`src/rtl/detect_sched.sv`:
```
// Frame scheduler: arbitrates 4 requesters, serialises the winner's byte MSB first into
// an overlapping "101" Mealy detector and counts matches. `ROUND_ROBIN_EN selects round-robin.
module detect_sched (
  input  logic        clk,
  input  logic        rst,
  input  logic [3:0]  req,
  input  logic [31:0] frame_bus,
  output logic [3:0]  gnt,
  output logic        busy,
  output logic        din_s,
  output logic        qout,
  output logic        done,
  output logic [1:0]  done_id,
  output logic [3:0]  match_cnt
);

  typedef enum logic [1:0] {StIdle, StGrant, StShift, StDone} state_e;
  typedef enum logic [1:0] {DetS0, DetS1, DetS10} det_e;

  state_e      state_q, state_d;
  det_e        det_q, det_d;
  logic [1:0]  win_q;
  logic [1:0]  arb_win;
  logic [7:0]  frame_q;
  logic [7:0]  frame_sel;
  logic [2:0]  cnt_q;
  logic [3:0]  match_cnt_q;

`ifdef ROUND_ROBIN_EN
  logic [1:0] ptr_q;

  // Walk offsets high to low so the requester closest to the pointer wins.
  always_comb begin
    arb_win = ptr_q;
    for (int i = 3; i >= 0; i--) begin
      if (req[ptr_q + 2'(i)]) arb_win = ptr_q + 2'(i);
    end
  end

  always_ff @(posedge clk) begin
    if (rst) begin
      ptr_q <= 2'd0;
    end else if (state_q == StIdle && req != 4'd0) begin
      ptr_q <= arb_win + 2'd1;
    end
  end
`else
  always_comb begin
    arb_win = 2'd0;
    for (int i = 3; i >= 0; i--) begin
      if (req[i]) arb_win = 2'(i);
    end
  end
`endif

  assign frame_sel = frame_bus[{win_q, 3'b000} +: 8];

  always_comb begin
    state_d = state_q;
    det_d   = det_q;
    din_s   = 1'b0;
    qout    = 1'b0;
    unique case (state_q)
      StIdle: begin
        if (req != 4'd0) state_d = StGrant;
      end
      StGrant: begin
        det_d   = DetS0;
        state_d = StShift;
      end
      StShift: begin
        din_s = frame_q[7];
        unique case (det_q)
          DetS0:  det_d = din_s ? DetS1 : DetS0;
          DetS1:  det_d = din_s ? DetS1 : DetS10;
          DetS10: begin
            if (din_s) begin
              qout  = 1'b1;
              det_d = DetS1;
            end else begin
              det_d = DetS0;
            end
          end
          default: det_d = DetS0;
        endcase
        if (cnt_q == 3'd7) state_d = StDone;
      end
      StDone: begin
        state_d = StIdle;
      end
      default: state_d = StIdle;
    endcase
  end

  always_ff @(posedge clk) begin
    if (rst) begin
      state_q     <= StIdle;
      det_q       <= DetS0;
      win_q       <= 2'd0;
      frame_q     <= 8'd0;
      cnt_q       <= 3'd0;
      match_cnt_q <= 4'd0;
    end else begin
      state_q <= state_d;
      det_q   <= det_d;
      unique case (state_q)
        StIdle: begin
          if (req != 4'd0) win_q <= arb_win;
        end
        StGrant: begin
          frame_q     <= frame_sel;
          cnt_q       <= 3'd0;
          match_cnt_q <= 4'd0;
        end
        StShift: begin
          frame_q <= {frame_q[6:0], 1'b0};
          cnt_q   <= cnt_q + 3'd1;
          if (qout) match_cnt_q <= match_cnt_q + 4'd1;
        end
        default: ;
      endcase
    end
  end

  assign busy      = (state_q != StIdle);
  assign gnt       = busy ? (4'b0001 << win_q) : 4'b0000;
  assign done      = (state_q == StDone);
  assign done_id   = win_q;
  assign match_cnt = match_cnt_q;

endmodule

```
`config.mk`:
```
export PLATFORM = sky130hd
export DESIGN_NAME = detect_sched
export DESIGN_NICKNAME = d
export VERILOG_FILES = /design/src/rtl/detect_sched.sv
export SDC_FILE = /design/constraint.sdc
export NUM_CORES = 1
export LEC_CHECK = 0
export CAP_MARGIN = 30
export CORE_MARGIN = 2
export CORE_UTILIZATION = 45
export CTS_BUF_LIST = sky130_fd_sc_hd__clkbuf_8
export DETAILED_ROUTE_END_ITERATION = 8
export GPL_TIMING_DRIVEN = 1
export HOLD_SLACK_MARGIN = 0.1
export PLACE_DENSITY = 0.83
export SYNTH_ARGS = -nofsm -noshare
export SYNTH_HDL_FRONTEND = slang
export SYNTH_SLANG_ARGS = --single-unit
```
`constraint.sdc`:
```
create_clock -name clk -period 1.53 [get_ports clk]
set_input_delay 0.306 -clock clk [delete_from_list [all_inputs] [get_ports clk]]
set_output_delay 0.306 -clock clk [all_outputs]
set_load 0.005 [all_outputs]
```
==> results.yml <==
floorplanning:
  initial_core_util_pct: 47.2
  fp.coreArea_um2: 2760
  num_rows: 19
  die_area_um2: 3340
  die_w_um: 57.8
  dieHeight_um: 57.8
  num_io_pins: 52
logic_synthesis:
  ys_seq_area_share_pct: 32.3
  synth_area_per_cell_um2: 9.43
  synth_flop_cell: "dfxtp_1"
  synth_area_um2: 1300
  async_flop_share_pct: 0
  syn_nets: 183
  synth.distinct_cells: 32
  ys.warnings.count: 0
  synth_edf_count: 0
  synth_cells: 138
  ys_seq_elements: 21
timing:
  clock_skew_ns: 0.00686
  setup_ws_ns: -0.102
  finalHoldViolCount: 0
  finalSetupTns_ns: -0.667
  worstMarginPinSlew_ns: 0.444
  slew_headroom_pct: 70.1
  rsz0062_at_grt: "yes"
  setup_viol: 13
  period_share_pct: 107
  min_period_ns: 1.63
  fmax_ghz: 0.613
  finalMaxSlewViolations: 0
global_route:
  grt_usage_pct: 24.2
  grt_pass1_wl_mm: 6.19
  antenna_found_initial: 0
  grt-ovfl-total: 0
  grt_start_max_net_pins: 16
  grt_pass1_vias: 1422
clock_network:
  clockBufferDepth: 2
  cts_buffers: 3
  ctsHoldBuffers: 0
  clock_latency_ns: 0.27
  clkSinkCount: 21
  clk_pin_slew_ns: 0.08
  cts-root-buf: "clkbuf_8"
  tritoncts: "done"
  cts_max_level: 1
final_layout:
  nets: 261
  final_area_um2: 2190
  diodes: 0
  drive_above_1_share_pct: 39.1
  area_growth_pct: 68.1
setup_path:
  cpMostUsedCell: "buf_6"
  critPathKind: "reg -> reg"
  worstSetupStartpointType: "flop"
  cp.arrival_ns: 1.78
  worstPathCellList: "buf_6 > ha_4 > buf_6 > buf_6 > and2b_2 > a222oi_1 > a211oi_1"
  cp_data_required_time_ns: 1.68
  crit_path_end_kind: "flop"
  crit_slowest_cell: "dfxtp_2"
  path_max_fanout: 7
  slowest_delay_ns: 0.35
detailed_routing:
  drt-initial-drc-count: 60
  route.vias.total: 1391
  ant_nets: 0
  wl_mm: 3.84
  drc: 0
  avgRoutedWirePerCell_um: 15.6
  viasPerCell: 5.65
  dr.pass1.iters: 6
status:
  violations: "negative setup slack"
  outcome: "complete, but fails checks"
worst_hold_path:
  hold_class: "reg -> reg"
run:
  maxCapViolations: 0
placement:
  placed_cell_area_um2: 1960
  place.gp.congestion: 0.835
  dp_hpwl_mm: 2.62
  port_buffers: 51
power_and_ir_drop:
  leakagePower_nw: 0.938
  max-vdd-ir-drop_mv: 1.26
  power.density_nw_per_um2: 1470
[stage by stage]
| step | cells | hold slack [ns] | setup WS [ns] | util, % | power (W) |
|---|---|---|---|---|---|
| 5_1_grt | 246 | 0.499 | -0.147 | 79.3 | 0.00339 |
| 3_5_place_dp | 232 | 0.465 | -0.219 | 71.1 | 0.00242 |
| 3_3_place_gp | 232 | 0.456 | -0.145 | 71.1 | 0.00235 |
| 4_1_cts | 244 | 0.483 | -0.115 | 77.5 | 0.00310 |
| 2_1_floorplan | 138 | 0.445 | 0.124 | - | 0.00179 |
| 6_report | 246 | 0.488 | -0.102 | 79.3 | 0.00322 |
[synth_stat cells (2+ instances only)]
master	number	area (um^2)
dfxtp_1	21	420
nor2_1	13	48.8
nand2b_1	10	62.6
a211oi_1	9	67.6
a21oi_1	9	45.0
mux2_2	8	90.1
a222oi_1	7	70.1
ha_1	7	87.6
mux2_4	7	105
inv_1	6	22.5
nand3_1	6	30.0
o21ai_0	4	20.0
buf_2	3	15.0
buf_6	3	33.8
clkbuf_1	3	11.3
nand2_1	3	11.3
and3_1	2	12.5
nor3_1	2	10.0
or3_1	2	12.5
[state kept, by name, summed over array words and instances, names as in the netlist]
name,flops
done_id,2
det_q,2
state_q,2
match_cnt,4
cnt_q,3
frame_q,8
[worst max-delay path, delay by kind of cell, from the launching register on]
| kind | cells | cell delay (ns) |
|---|---|---|
| AOI/OAI and AO/OA | 2 | 0.47 |
| DFF | 1 | 0.35 |
| buffers and inverters | 3 | 0.30 |
| and+or+nand+nor | 1 | 0.26 |
| adders and majority gates | 1 | 0.13 |
[final timing paths]
check | from | endpoint | slack (ns) | cells after the start
worst max register to register | state_q[1]$_SDFFE_PP0P_ | frame_q[1]$_SDFFE_PP0P_ | -0.10 | 7
worst min-delay path | match_cnt[0]$_SDFFE_PP0P_ | match_cnt[0]$_SDFFE_PP0P_ | 0.49 | 2
worst max-delay path | state_q[1]$_SDFFE_PP0P_ | frame_q[1]$_SDFFE_PP0P_ | -0.10 | 7
worst min register to register | match_cnt[0]$_SDFFE_PP0P_ | match_cnt[0]$_SDFFE_PP0P_ | 0.49 | 2
[cells in the final DEF, fill, tap and decap left out, types with 5 or more instances in the layout]
cell             instances
mux2_2                   8
a21oi_1                  9
dfxtp_2                  5
buf_6                    7
nor2_1                  13
clkdlybuf4s50_1         42
a211oi_1                 8
a222oi_1                 7
mux2_4                   7
nand2b_1                 8
ha_1                     5
buf_4                   24
dfxtp_1                 15
[repair_timing]
| action | CTS | global route |
|---|---|---|
| endpoints found under the setup margin | 19 | 23 |
| pin swaps | 6 | 10 |
| gates resized for setup | 49 | 16 |
| setup buffers | 8 | 2 |
[kinds of logic (layout without fill, tap and decap cells)]
logic type,after synthesis,in the layout,synth area share [%]
simple gates,46,46,20.0
compound gates,31,31,16.8
flops,21,21,32.3
mux,17,17,17.5
buf+inv,16,93,6.63
fa+ha+maj,7,7,6.73
[cell type report]
class                      count  area (um^2)
clock buffer                   3         41.3
clock inverter                 1         5.00
fill                         162          571
inverter                       7         31.3
multi-input combinational    101          878
sequential                    21          430
tap                           31         38.8
timing repair buffer          82          762
[routing by layer]
metal / global-route usage, % / wire [um] / up-vias
met5: 0 / 0 / -
met4: 10.3 / 105 / 0
met3: 2.90 / 210 / 11
met2: 47.1 / 2100 / 61
met1: 25.7 / 1420 / 661
li1: - / - / 658
[power by group]
group | switching [W] | total (W) | internal, W
Combinational | 0.000881 | 0.00200 | 0.00112
Clock | 0.000197 | 0.000379 | 0.000182
Sequential | 0.000126 | 0.000837 | 0.000711
Total | 0.00120 | 0.00322 | 0.00201
Note: power is estimated with default switching activity, not from simulation.
